$ cat src/rtl/fetch_pkg.sv
// Shared types and helpers for the RV32IC instruction-fetch slice.
package fetch_pkg;

  typedef logic [15:0] halfword_t;

  localparam logic [31:0] DEFAULT_RESET_PC = 32'h0000_0000;

  // A halfword starts a compressed instruction unless its two low bits are 2'b11.
  function automatic logic is_rvc(halfword_t h);
    return h[1:0] != 2'b11;
  endfunction

endpackage

$ cat src/rtl/fetch_hw_queue.sv
// Circular halfword FIFO: push 0/1/2, pop 0/1/2, flush, with head and head+1 read ports.
module fetch_hw_queue
  import fetch_pkg::*;
#(
  parameter int DEPTH = 4
) (
  input  logic                       clk,
  input  logic                       reset,
  input  logic                       flush,
  input  logic [1:0]                 push_n,
  input  logic [15:0]                push_lo,
  input  logic [15:0]                push_hi,
  input  logic [1:0]                 pop_n,
  output logic [$clog2(DEPTH):0]     count,
  output logic [15:0]                head0,
  output logic [15:0]                head1
);

  localparam int PW = $clog2(DEPTH);
  localparam int CW = PW + 1;

  halfword_t     mem_q [DEPTH];
  halfword_t     mem_d [DEPTH];
  logic [PW-1:0] rd_ptr_q, rd_ptr_d;
  logic [PW-1:0] wr_ptr_q, wr_ptr_d;
  logic [CW-1:0] count_q, count_d;

  always_comb begin
    mem_d    = mem_q;
    rd_ptr_d = rd_ptr_q;
    wr_ptr_d = wr_ptr_q;
    count_d  = count_q;
    if (flush) begin
      rd_ptr_d = '0;
      wr_ptr_d = '0;
      count_d  = '0;
    end else begin
      if (push_n != 2'd0) mem_d[wr_ptr_q] = push_lo;
      if (push_n == 2'd2) mem_d[wr_ptr_q + PW'(1)] = push_hi;
      // Pointers wrap naturally because DEPTH is a power of two.
      wr_ptr_d = wr_ptr_q + PW'(push_n);
      rd_ptr_d = rd_ptr_q + PW'(pop_n);
      count_d  = count_q + CW'(push_n) - CW'(pop_n);
    end
  end

  always_ff @(posedge clk or posedge reset) begin
    if (reset) begin
      for (int i = 0; i < DEPTH; i++) mem_q[i] <= '0;
      rd_ptr_q <= '0;
      wr_ptr_q <= '0;
      count_q  <= '0;
    end else begin
      mem_q    <= mem_d;
      rd_ptr_q <= rd_ptr_d;
      wr_ptr_q <= wr_ptr_d;
      count_q  <= count_d;
    end
  end

  assign count = count_q;
  assign head0 = mem_q[rd_ptr_q];
  assign head1 = mem_q[rd_ptr_q + PW'(1)];

  a_no_overflow: assert property (@(posedge clk) disable iff (reset) count_q <= CW'(DEPTH));

endmodule

$ cat src/rtl/ifetch_cbuf.sv
// RV32IC fetch unit: word fetch from a 1-cycle imem into a halfword queue, C/32-bit extraction, redirect.
// Decode handshake: an instruction transfers in a cycle where id_valid && id_ready (ignored during redirect).
module ifetch_cbuf
  import fetch_pkg::*;
#(
  parameter logic [31:0] RESET_PC = DEFAULT_RESET_PC,
  parameter int          IMEM_AW  = 9,
  parameter int          HW_DEPTH = 4
) (
  input  logic               clk,
  input  logic               reset,
  output logic               imem_req,
  output logic [IMEM_AW-1:0] imem_addr,
  input  logic [31:0]        imem_rdata,
  input  logic               redirect_valid,
  input  logic [31:0]        redirect_pc,
  output logic               id_valid,
  input  logic               id_ready,
  output logic [31:0]        id_instr,
  output logic [31:0]        id_pc,
  output logic               id_is_c
);

  localparam int          CW         = $clog2(HW_DEPTH) + 1;
  localparam logic [31:0] RESET_PC_H = {RESET_PC[31:1], 1'b0};
  localparam logic [CW:0] CREDIT_MAX = (CW+1)'(HW_DEPTH - 2);

  logic [31:0]   fetch_pc_q, fetch_pc_d;
  logic [31:0]   head_pc_q, head_pc_d;
  logic          inflight_q, inflight_d;
  logic          drop_first_q, drop_first_d;

  logic [CW-1:0] count;
  logic [15:0]   head0, head1;
  logic [1:0]    push_n, pop_n;
  logic [15:0]   push_lo, push_hi;
  logic [CW:0]   credit;
  logic [29:0]   issue_word;
  logic          head_is_c;
  logic          unused_bits;

  assign unused_bits = ^{redirect_pc[0], fetch_pc_q[1:0]};

  fetch_hw_queue #(.DEPTH(HW_DEPTH)) u_queue (
    .clk     (clk),
    .reset   (reset),
    .flush   (redirect_valid),
    .push_n  (push_n),
    .push_lo (push_lo),
    .push_hi (push_hi),
    .pop_n   (pop_n),
    .count   (count),
    .head0   (head0),
    .head1   (head1)
  );

  // Credit ignores a same-cycle pop so the queue can never overflow.
  always_comb begin
    credit     = {1'b0, count} + {{(CW-1){1'b0}}, inflight_q, 1'b0};
    imem_req   = !reset && (redirect_valid || credit <= CREDIT_MAX);
    issue_word = redirect_valid ? redirect_pc[31:2] : fetch_pc_q[31:2];
    imem_addr  = issue_word[IMEM_AW-1:0];
  end

  always_comb begin
    head_is_c = is_rvc(head0);
    id_valid  = head_is_c ? (count != '0) : (count >= CW'(2));
    id_is_c   = head_is_c && (count != '0);
    id_pc     = head_pc_q;
    id_instr  = '0;
    if (id_valid) id_instr = head_is_c ? {16'h0000, head0} : {head1, head0};
  end

  always_comb begin
    fetch_pc_d   = fetch_pc_q;
    head_pc_d    = head_pc_q;
    drop_first_d = drop_first_q;
    inflight_d   = imem_req;
    push_n       = 2'd0;
    push_lo      = imem_rdata[15:0];
    push_hi      = imem_rdata[31:16];
    pop_n        = 2'd0;
    if (imem_req) fetch_pc_d = {issue_word, 2'b00} + 32'd4;
    if (redirect_valid) begin
      head_pc_d    = {redirect_pc[31:1], 1'b0};
      drop_first_d = redirect_pc[1];
    end else begin
      if (inflight_q) begin
        if (drop_first_q) begin
          // Target sits in the upper half of the first word: skip the lower half.
          push_n       = 2'd1;
          push_lo      = imem_rdata[31:16];
          drop_first_d = 1'b0;
        end else begin
          push_n = 2'd2;
        end
      end
      if (id_valid && id_ready) begin
        pop_n     = head_is_c ? 2'd1 : 2'd2;
        head_pc_d = head_pc_q + (head_is_c ? 32'd2 : 32'd4);
      end
    end
  end

  always_ff @(posedge clk or posedge reset) begin
    if (reset) begin
      fetch_pc_q   <= RESET_PC_H;
      head_pc_q    <= RESET_PC_H;
      inflight_q   <= 1'b0;
      drop_first_q <= 1'b0;
    end else begin
      fetch_pc_q   <= fetch_pc_d;
      head_pc_q    <= head_pc_d;
      inflight_q   <= inflight_d;
      drop_first_q <= drop_first_d;
    end
  end

endmodule

$ cat config.mk
export PLATFORM = sky130hd
export DESIGN_NAME = ifetch_cbuf
export DESIGN_NICKNAME = d
export VERILOG_FILES = /design/src/rtl/fetch_pkg.sv /design/src/rtl/fetch_hw_queue.sv /design/src/rtl/ifetch_cbuf.sv
export SDC_FILE = /design/constraint.sdc
export NUM_CORES = 1
export LEC_CHECK = 0
export ABC_CLOCK_PERIOD_IN_PS = 9600
export BUFFER_PORTS_ARGS = -buffer_cell sky130_fd_sc_hd__buf_4
export CAP_MARGIN = 20
export CORE_MARGIN = 5
export CORE_UTILIZATION = 60
export DETAILED_ROUTE_END_ITERATION = 7
export GPL_ROUTABILITY_DRIVEN = 0
export PLACE_DENSITY = 0.86
export SETUP_SLACK_MARGIN = 0.2
export SYNTH_ARGS = -nofsm -noshare
export SYNTH_HDL_FRONTEND = slang
export SYNTH_HIERARCHICAL = 1
export SYNTH_SLANG_ARGS = --single-unit
$ cat constraint.sdc
create_clock -name clk -period 9.6 [get_ports clk]
set_clock_uncertainty 0.05 [all_clocks]
set_input_delay 0.96 -clock clk [delete_from_list [all_inputs] [get_ports clk]]
set_output_delay 0.96 -clock clk [all_outputs]
set_load 0.02 [all_outputs]
# Word-level counts from Yosys, hierarchy flattened
# Index checks and enable logic that the tools add are counted.
op_classes:
  eq_ne: 2
  addsub: 9
  n_reduce_logical: 11
  n_mux: 36
  n_lt_le_gt_ge: 8
  n_bitwise: 4
ops:
  columns: ["op", "count"]
  rows:
  - ["64-bit 2-to-1 mux", 3]
  - ["16-bit 2-to-1 mux", 9]
  - ["64-bit bitwise mux", 2]
  - ["32-bit 2-to-1 mux", 4]
  - ["16-bit binary-select mux with 2-bit select", 2]
  - ["16-bit demux with 2-bit select", 2]
  - ["32-bit by 3-bit adder with 32-bit output", 1]
  - ["32-bit by 3-bit adder with 32-bit output, second input constant", 1]
  - ["30-bit 2-to-1 mux", 1]
  - ["2-bit 2-to-1 mux", 8]
  - ["3-bit >= comparator, second input constant", 4]
  - ["2-bit inverter with 3-bit output", 4]
  - ["3-bit by 1-bit < comparator with 1-bit output, second input constant", 2]
  - ["3-bit 2-to-1 mux", 2]
  - ["2-bit nonzero test", 3]
  - ["1-bit logical AND", 5]
  - ["2-bit by 1-bit adder with 2-bit output, second input constant", 2]
  - ["2-bit adder", 2]
  - ["3-bit by 2-bit adder with 4-bit output", 1]
  - ["4-bit by 2-bit <= comparator with 1-bit output, second input constant", 1]
  - ["3-bit by 2-bit adder with 3-bit output", 1]
  - ["3-bit by 2-bit >= comparator with 1-bit output, second input constant", 1]
  - ["1-bit 2-to-1 mux", 3]
  - ["3-bit nonzero test", 1]
  - ["other kinds (5)", 5]
word_totals:
  wordCells: 81
  output_inout_bits: 76
  in_bits: 68
  register_bits: 137

# Depth between registers and ports, before layout
# Gate-level depths: netlist (run 1).
logic_depth:
  word_depth: 11
  mapped_depth: 13
  depth_no_buf: 11

# Modules after synthesis
# The synthesis (run 1) kept the hierarchy.
by_module_without_submodules:
  columns: ["module", "n_inst", "area_per_inst_um2", "cells_per_inst"]
  rows:
  - ["fetch_hw_queue", 1, 4166.5, 338]
  - ["ifetch_cbuf", 1, 3012.9, 381]

# Worst setup path after synthesis (run 1)
# Ideal clock, no wire load.
synth_path:
  kind: "reg2out"
  from: "reg u_queue.rd_ptr_q[0]"
  to: "out id_instr[10]"
  slack_ps: 5940
  arrival_ps: 2650
  stages_incl_launch_ff: 9
  n_path_buf: 4
  cell_sequence: "dfrtp_1 clkbuf_1 buf_2 mux4_2 a21boi_1 nand2b_1 clkbuf_1 clkbuf_1 and2_1"
synth_via:
  elab_chain_cells: 7
  elab_cells_between_ends: 8
  cone_classes: "1 x eq/ne; 6 x mux; 1 x bitwise"
synth_lines:
  columns: ["item", "line", "rtl"]
  rows:
  - ["start, declared", "fetch_hw_queue.sv:24", "logic [PW-1:0] rd_ptr_q, rd_ptr_d;"]
  - ["start signal, assigned", "fetch_hw_queue.sv:55", "rd_ptr_q <= rd_ptr_d;"]
  - ["2-bit inverter with 3-bit output (implied by the code)", "fetch_hw_queue.sv:62", "assign head0 = mem_q[rd_ptr_q];"]
  - ["16-bit binary-select mux with 2-bit select", "fetch_hw_queue.sv:62", null]
  - ["16-bit 2-to-1 mux (implied by the code) (2 in series)", "fetch_hw_queue.sv:62", null]
  - ["named net head0[1]", "ifetch_cbuf.sv:34", "logic [15:0] head0, head1;"]
  - ["2-bit != test", "fetch_pkg.sv:10", "return h[1:0] != 2'b11;"]
  - ["1-bit 2-to-1 mux", "ifetch_cbuf.sv:67", "id_valid = head_is_c ? (count != '0) : (count >= CW'(2));"]
  - ["named net id_valid", "ifetch_cbuf.sv:17", "output logic id_valid,"]
  - ["32-bit 2-to-1 mux", "ifetch_cbuf.sv:71", "if (id_valid) id_instr = head_is_c ? {16'h0000, head0} : {head1, head0};"]
  - ["end, declared", "ifetch_cbuf.sv:19", "output logic [31:0] id_instr,"]
# The timed path passes the listed nets, and every way through them passes these cells. The select of a mux whose other input is x is not followed.

# Worst setup path after layout (run 1)
layout_path:
  from: "in redirect_valid"
  to: "reg u_queue/mem_q[48] (netlist name)"
layout_via:
  elab_chain_cells: 6
  elab_cells_between_ends: 9
  cone_classes: "1 x eq/ne; 7 x mux; 1 x reduce/logical"
layout_lines:
  columns: ["item", "line", "rtl"]
  rows:
  - ["start, declared", "ifetch_cbuf.sv:15", "input logic redirect_valid,"]
  - ["16-bit 2-to-1 mux or 2-bit 2-to-1 mux (tied branches)", "ifetch_cbuf.sv:84", "if (redirect_valid) begin"]
  - ["64-bit bitwise mux or 2-bit nonzero test (tied branches)", "fetch_hw_queue.sv:38", "if (push_n != 2'd0) mem_d[wr_ptr_q] = push_lo;"]
  - ["64-bit 2-to-1 mux", "fetch_hw_queue.sv:38", null]
  - ["64-bit 2-to-1 mux", "fetch_hw_queue.sv:33", "if (flush) begin"]
  - ["64-bit bitwise mux", "fetch_hw_queue.sv:39", "if (push_n == 2'd2) mem_d[wr_ptr_q + PW'(1)] = push_hi;"]
  - ["64-bit 2-to-1 mux", "fetch_hw_queue.sv:39", null]
  - ["end signal, assigned", "fetch_hw_queue.sv:54", "mem_q <= mem_d;"]
  - ["end, declared", "fetch_hw_queue.sv:22", "halfword_t mem_q [DEPTH];"]
# Parallel ways exist; a longest one is shown, timed or not. The select of a mux whose other input is x is not followed.
# A chain may end at the register's enable or synchronous reset.

==> results.py, run 1 <==
metrics = {
    "yosys": {
        "yosys_warnings": 6,
        "syn_nets": 797,
        "synth-async-reset-ratio_pct": 100,
        "syn_area_sq_um": 7180,
        "synth.top_cell.area_share_pct": 39.4,
        "syn_avg_cell_area_sq_um": 9.99,
        "synth.largest_area_cell": "dfrtp_1",
        "synth_flop_cell": "dfrtp_1",
        "synthCells": 719,
        "synth_edf_count": 0,
        "yosysSeqAreaShare_pct": 39.4,
        "synth.distinct_cells": 66,
        "synth_area_leaders": "dfrtp_1 39%, mux4_2 10%, nand2_1 4.9%",
        "ys_seq_elements": 113,
    },
    "detailed_routing": {
        "first_pass_iters": 5,
        "vias_per_cell": 6.44,
        "antenna_left": 0,
        "drt_iter0_drc": 631,
        "drc_errors": 0,
        "via_count": 6423,
        "post_drt_wl_per_cell_um": 20.4,
        "drt_wl_total_mm": 20.4,
    },
    "critical_path": {
        "rr_worst_depth": 5,
        "cp_max_fo": 23,
        "end_kind": "register",
        "timing.rr.end": "u_queue/mem_q[48]$_DFFE_PP0N_",
        "cp-start-kind": "input pin",
        "reg2reg_slack_ps": 5410,
        "timing.critical_path.arrival_ps": 5230,
        "required_ps": 9850,
        "r2r-start": "drop_first_q$_DFFE_PP0P_",
        "path_class": "input pin to register",
    },
    "timing": {
        "finalSetupViolations": 0,
        "max-slew-margin-rel_pct": 26.3,
        "period_share_pct": 51.9,
        "timing.final.max_slew_violations": 0,
        "clock.fmax_mhz": 201,
        "hold_viol": 0,
        "fin_tns_setup_ps": 0,
        "tightestPinTransition_ps": 1100,
        "finalCriticalPeriod_ps": 4980,
        "rsz0062_at_grt": "false",
    },
    "place": {
        "dp.final_hpwl_mm": 12.8,
        "dpl-instance-area_sq_um": 8200,
        "io_buffers": 141,
    },
    "clock_network": {
        "cts_made_buffers": 17,
        "root_buffer": "clkbuf_16",
        "cts_max_path_buffers": 2,
        "clk_pin_slew_ps": 50,
        "clock-sinks": 113,
        "hold_buffers": 0,
        "post_cts_buffers": 0,
        "postCtsResizedCells": 0,
        "cts_htree_levels": 4,
        "clock_latency_ps": 420,
        "cts_tree": "done",
    },
    "worst_hold_path": {
        "worstHoldEndpoint": "fetch_pc_q[9]$_DFFE_PP0P_",
        "min_from": "fetch_pc_q[9]$_DFFE_PP0P_",
        "worstHoldPathCells": 2,
        "hold_path.class": "register to register",
    },
    "cells_and_area": {
        "drive_above_1_share_pct": 30.9,
        "n_fill_cell": 842,
        "nNetsFinal": 915,
        "antenna_cells": 0,
        "fin_util_pct": 73.7,
        "fin_area_sq_um": 8740,
        "area_growth_pct": 21.8,
    },
    "global_routing": {
        "grt_use_total_pct": 29.1,
        "grt_pass1_wl_mm": 32.8,
        "antenna_found_initial": 0,
        "grt.overflow.total": 0,
        "grt_pass1_vias": 6533,
        "grt_max_degree": 84,
    },
    "die": {
        "die_area_sq_um": 14300,
        "rows": 40,
        "initial_core_util_pct": 60.5,
        "core_area_sq_um": 11900,
        "die_x_um": 119,
        "dieHeight_um": 119,
        "pin_count": 144,
    },
    "power_and_ir_drop": {
        "power_density_nw_per_um2": 280,
        "p_leak_nw": 3.78,
        "ir_drop_uv": 180,
    },
    "status": {
        "outcome": "finished clean",
    },
    "flow_run": {
        "timing.max_cap.violations": 0,
    },
}
[final cells by class]
class	instances	area (sq um)	area share [%]
flip-flops and latches	113	2830	32.4
repair buffers	149	1120	12.8
well taps	147	184	2.10
inverters	22	82.6	0.944
multi-input cells	534	3980	45.5
clock inverters	5	25.0	0.286
clock buffers	27	523	5.98
[worst max-delay path, cell delays in order]
cell      delay [ps]
buf_4            110
clkinv_1         400
nand3_1          820
clkinv_1        1000
o21ai_2         1110
a21oi_4          400
o2bb2a_1         400
[layer usage]
metal	GRT usage (%)	share of wire, %	vias to the layer above
li1	-	-	2844
met1	36.1	37	3125
met2	48.1	50	404
met3	8.17	11	50
met4	11.5	2.2	0
met5	0	0	-
[per-stage QoR]
step / hold slack [ps] / worst slack [ps] / std cells / total power, mW
after floorplan: 399 / 5940 / 719 / 1.50
after global placement: 413 / 4400 / 965 / 1.79
after detailed placement: 425 / 4370 / 965 / 1.85
after CTS: 437 / 4780 / 997 / 2.45
after global routing: 485 / 4540 / 997 / 2.57
final: 431 / 4620 / 997 / 2.44
[power by group]
part | total (mW) | switching [mW] | internal [mW]
clock | 0.580 | 0.213 | 0.368
combinational | 1.03 | 0.515 | 0.520
sequential | 0.829 | 0.180 | 0.649
total | 2.44 | 0.907 | 1.54
[synthesized netlist by cell type (all sizes together) (5+ instances only)]
| cell | n |
|---|---|
| and4 | 5 |
| and3 | 6 |
| nand3 | 18 |
| nor2b | 6 |
| xnor2 | 14 |
| a2bb2oi | 30 |
| nand4 | 20 |
| dfrtp | 113 |
| a31oi | 5 |
| buf | 30 |
| nand2 | 93 |
| and2 | 34 |
| o21ai | 49 |
| clkbuf | 20 |
| xor2 | 23 |
| mux4 | 32 |
| ha | 8 |
| inv | 20 |
| nor2 | 80 |
| o22ai | 63 |
| or3 | 5 |
[cell families (layout without fill, tap and decap cells)]
| logic type | Yosys count | after routing | synth area share, % |
|---|---|---|---|
| multiplexers | 38 | 38 | 10.9 |
| other | 1 | 1 | 0.0522 |
| buffers and inverters | 72 | 203 | 5.19 |
| adder cells (fa/ha/maj) | 10 | 10 | 1.95 |
| XOR/XNOR | 37 | 37 | 4.51 |
| flip-flops | 113 | 113 | 39.4 |
| AND/OR/NAND/NOR | 283 | 283 | 19.8 |
| AO/OA/AOI/OAI | 165 | 165 | 18.1 |
[sequential cells by signal, indices dropped and copies added, names as in the netlist]
register,flops
u_queue/rd_ptr_q,2
drop_first_q,1
u_queue/count,3
inflight_q,1
id_pc,31
fetch_pc_q,9
u_queue/wr_ptr_q,2
u_queue/mem_q,64
[cells in the final DEF, fill, tap and decap left out, types with 4 or more instances in the layout]
| cell type | count |
|---|---|
| o22ai_1 | 53 |
| mux4_2 | 32 |
| ha_1 | 8 |
| and2_1 | 34 |
| o22ai_2 | 10 |
| nor2_1 | 80 |
| inv_1 | 19 |
| xnor2_1 | 14 |
| clkbuf_16 | 17 |
| nor2b_1 | 4 |
| a2bb2oi_2 | 20 |
| clkbuf_1 | 4 |
| clkinv_2 | 5 |
| or3_1 | 5 |
| dfrtp_1 | 112 |
| a2bb2oi_1 | 10 |
| and4_1 | 4 |
| and3_1 | 5 |
| o21ai_0 | 45 |
| xor2_1 | 23 |
| nand4_1 | 19 |
| nand3_1 | 15 |
| nand2_1 | 93 |
| clkbuf_8 | 6 |
| a31oi_1 | 5 |
| buf_4 | 149 |
[worst max-delay path by stage]
stage,end,from,cells past startpoint
2_1_floorplan,id_instr[10],u_queue/rd_ptr_q[0]$_DFF_PP0_,8
3_3_place_gp,u_queue/mem_q[48]$_DFFE_PP0N_,redirect_valid,7
3_5_place_dp,u_queue/mem_q[48]$_DFFE_PP0N_,redirect_valid,7
4_1_cts,u_queue/mem_q[48]$_DFFE_PP0N_,redirect_valid,7
5_1_grt,u_queue/mem_q[48]$_DFFE_PP0N_,redirect_valid,7
6_report,u_queue/mem_q[48]$_DFFE_PP0N_,redirect_valid,7
Power figures use the tool's default switching activity.
==> run 2: changes to the inputs <==
--- a/config.mk
+++ b/config.mk
@@ -5,14 +5,15 @@
 export SDC_FILE = /design/constraint.sdc
 export NUM_CORES = 1
 export LEC_CHECK = 0
-export ABC_CLOCK_PERIOD_IN_PS = 9600
+export ABC_AREA = 1
+export ABC_CLOCK_PERIOD_IN_PS = 5100
 export BUFFER_PORTS_ARGS = -buffer_cell sky130_fd_sc_hd__buf_4
 export CAP_MARGIN = 20
 export CORE_MARGIN = 5
-export CORE_UTILIZATION = 60
+export CORE_UTILIZATION = 58
 export DETAILED_ROUTE_END_ITERATION = 7
 export GPL_ROUTABILITY_DRIVEN = 0
-export PLACE_DENSITY = 0.86
+export PLACE_DENSITY = 0.81
 export SETUP_SLACK_MARGIN = 0.2
 export SYNTH_ARGS = -nofsm -noshare
 export SYNTH_HDL_FRONTEND = slang
==> constraint.sdc (replaced) <==
create_clock -name clk -period 5.1 [get_ports clk]
set_clock_uncertainty 0.05 [all_clocks]
set_input_delay 0.51 -clock clk [delete_from_list [all_inputs] [get_ports clk]]
set_output_delay 0.51 -clock clk [all_outputs]
set_load 0.02 [all_outputs]
==> results.py, run 2 <==
metrics = {
    "flow_run": {
        "timing.max_cap.violations": 0,
    },
    "yosys": {
        "yosys_warnings": 6,
        "synth_common_cells": "591 x nand2_1, 235 x nand3_1, 182 x nor2_1, 161 x inv_1, 113 x dfrtp_1",
        "yosysMostFrequentCell": "nand2_1",
        "synth.top_cell.area_share_pct": 30.8,
        "yosysSeqAreaShare_pct": 30.8,
        "syn_avg_cell_area_sq_um": 5.86,
        "synthCells": 1566,
        "synth.distinct_cells": 40,
        "syn_area_sq_um": 9180,
        "synth_flop_cell": "dfrtp_1",
        "synth-async-reset-ratio_pct": 100,
        "ys_seq_elements": 113,
        "synth.largest_area_cell": "dfrtp_1",
        "synth_area_leaders": "dfrtp_1 31%, nand2_1 24%, nand3_1 13%",
        "syn_nets": 1644,
        "synth_edf_count": 0,
    },
    "detailed_routing": {
        "drc_errors": 0,
        "vias_per_cell": 5.65,
        "first_pass_iters": 6,
        "drt_iter0_drc": 1345,
        "antenna_left": 0,
        "via_count": 10676,
        "drt_wl_total_mm": 31.0,
        "post_drt_wl_per_cell_um": 16.4,
    },
    "die": {
        "die_x_um": 136,
        "core_area_sq_um": 15700,
        "dieHeight_um": 136,
        "pin_count": 144,
        "die_area_sq_um": 18400,
        "rows": 46,
        "initial_core_util_pct": 58.4,
    },
    "critical_path": {
        "path_class": "register to register",
        "r2r-start": "u_queue/rd_ptr_q[0]$_DFF_PP0_",
        "cp_max_fo": 13,
        "cp-start-kind": "register",
        "timing.critical_path.arrival_ps": 4490,
        "end_kind": "register",
        "rr_worst_depth": 15,
        "timing.rr.end": "u_queue/count[2]$_DFF_PP0_",
        "required_ps": 5360,
        "reg2reg_slack_ps": 870,
    },
    "clock_network": {
        "cts_tree": "done",
        "clock-sinks": 113,
        "cts_max_path_buffers": 2,
        "root_buffer": "clkbuf_16",
        "post_cts_buffers": 0,
        "postCtsResizedCells": 0,
        "cts_made_buffers": 17,
        "clock_latency_ps": 420,
        "clk_pin_slew_ps": 60,
        "cts_htree_levels": 4,
        "hold_buffers": 0,
    },
    "status": {
        "outcome": "finished clean",
    },
    "power_and_ir_drop": {
        "p_leak_nw": 5.94,
        "p_total_mw": 5.07,
        "ir_drop_uv": 263,
        "power_density_nw_per_um2": 463,
    },
    "place": {
        "dp.final_hpwl_mm": 19.5,
        "io_buffers": 141,
    },
    "cells_and_area": {
        "multi_input_area_sq_um": 5330,
        "nNetsFinal": 1740,
        "top_register": "u_queue/mem_q",
        "antenna_cells": 0,
        "n_fill_cell": 1415,
        "register_area_sq_um": 2830,
        "most-common-layout-cells": "590 x nand2_1, 235 x nand3_1, 181 x nor2_1",
        "drive_above_1_share_pct": 12.8,
        "area_growth_pct": 19.3,
        "final_common_cell": "nand2_1",
        "largest_reg_flops": 64,
    },
    "timing": {
        "hold_viol": 0,
        "timing.final.max_slew_violations": 0,
        "tightestPinTransition_ps": 1060,
        "max-slew-margin-rel_pct": 29.2,
        "clock.fmax_mhz": 236,
        "fin_tns_setup_ps": 0,
        "rsz0062_at_grt": "false",
        "finalSetupViolations": 0,
        "period_share_pct": 82.9,
        "finalCriticalPeriod_ps": 4230,
    },
    "global_routing": {
        "grt_use_total_pct": 33.6,
        "grt_pass1_wl_mm": 49.7,
        "met2_usage_pct": 54.9,
        "use_met1_pct": 43.1,
        "antenna_found_initial": 0,
        "grt-busiest-layer": "met2",
        "grt_max_degree": 76,
        "grt.overflow.total": 0,
        "grt_use_met3_pct": 6.99,
        "grt_pass1_vias": 9912,
    },
    "worst_hold_path": {
        "hold_path.class": "input pin to asynchronous set/reset pin",
    },
}
==> run 2: changes by cell type in the layout (fill, tap and decap cells not counted), moves of 16 or more <==
cell,previous run,this run
nand3_1,15,235
nand2_1,93,590
a2bb2oi_2,20,0
a21oi_1,1,22
nor2_1,80,181
and2_1,34,3
inv_1,19,159
o22ai_1,53,16
xor2_1,23,7
o21ai_0,45,73
mux4_2,32,0
==> run 2: final cells by class <==
type | instances | area share (%)
Clock buffer | 18 | 4.01
Clock inverter | 14 | 2.16
Inverter | 169 | 5.84
Multi-Input combinational cell | 1200 | 48.7
Sequential cell | 113 | 25.8
Tap cell | 216 | 2.47
Timing Repair Buffer | 161 | 11.0
==> run 2: worst max-delay path by stage <==
stage / startpoint / slack, ps / endpoint / cells past startpoint
after global routing: u_queue/rd_ptr_q[0]$_DFF_PP0_ / 500 / u_queue/count[2]$_DFF_PP0_ / 15
after CTS: u_queue/rd_ptr_q[0]$_DFF_PP0_ / 930 / u_queue/count[2]$_DFF_PP0_ / 15
final: u_queue/rd_ptr_q[0]$_DFF_PP0_ / 870 / u_queue/count[2]$_DFF_PP0_ / 15
after floorplan: u_queue/rd_ptr_q[0]$_DFF_PP0_ / 1770 / u_queue/count[2]$_DFF_PP0_ / 16
after global placement: u_queue/rd_ptr_q[0]$_DFF_PP0_ / 1100 / u_queue/count[2]$_DFF_PP0_ / 15
after detailed placement: u_queue/rd_ptr_q[0]$_DFF_PP0_ / 940 / u_queue/count[2]$_DFF_PP0_ / 15
==> run 2: per-stage QoR <==
stage	cell area, sq um	setup slack [ps]	utilization, %	std cells	hold slack, ps
after floorplan	9180	1770	-	1566	399
after global placement	10300	1100	65.4	1859	412
after detailed placement	10300	944	65.4	1859	419
after CTS	11000	925	69.7	1891	199
after global routing	11000	504	69.7	1891	214
final	11000	871	69.7	1891	185
==> run 2: cells by family (layout without fill, tap and decap cells) <==
kind of cell	Yosys count	in the layout	synth area share [%]
simple gates	1049	1049	47.5
buf+inv	253	362	11.3
compound gates	130	130	7.91
flops	113	113	30.8
fa+ha+maj	10	10	1.53
xor+xnor	10	10	0.954
other cells	1	1	0.0408
==> run 2: critical path: stages, from the launching register on <==
cell,delay [ps]
dfrtp_1,340
buf_4,220
clkinv_1,260
o21ai_0,270
o22ai_1,150
nand2_2,210
a21boi_4,90
inv_2,80
nand2_4,60
nor2_1,670
inv_1,250
nor2_1,260
fa_1,510
fa_1,460
o21ai_0,180
nor2_1,60
==> run 2: where the power goes <==
part           internal, mW  switching [mW]  total [mW]
registers              1.17           0.328        1.50
logic                 0.768            1.42        2.19
clock network         0.927           0.457        1.38
total                  2.87            2.20        5.07
==> run 2: metal layers <==
metal,wire length (um),vias up
met4,1440,0
met1,11800,4747
met2,14300,682
met3,3430,128
li1,-,5119
met5,0,-
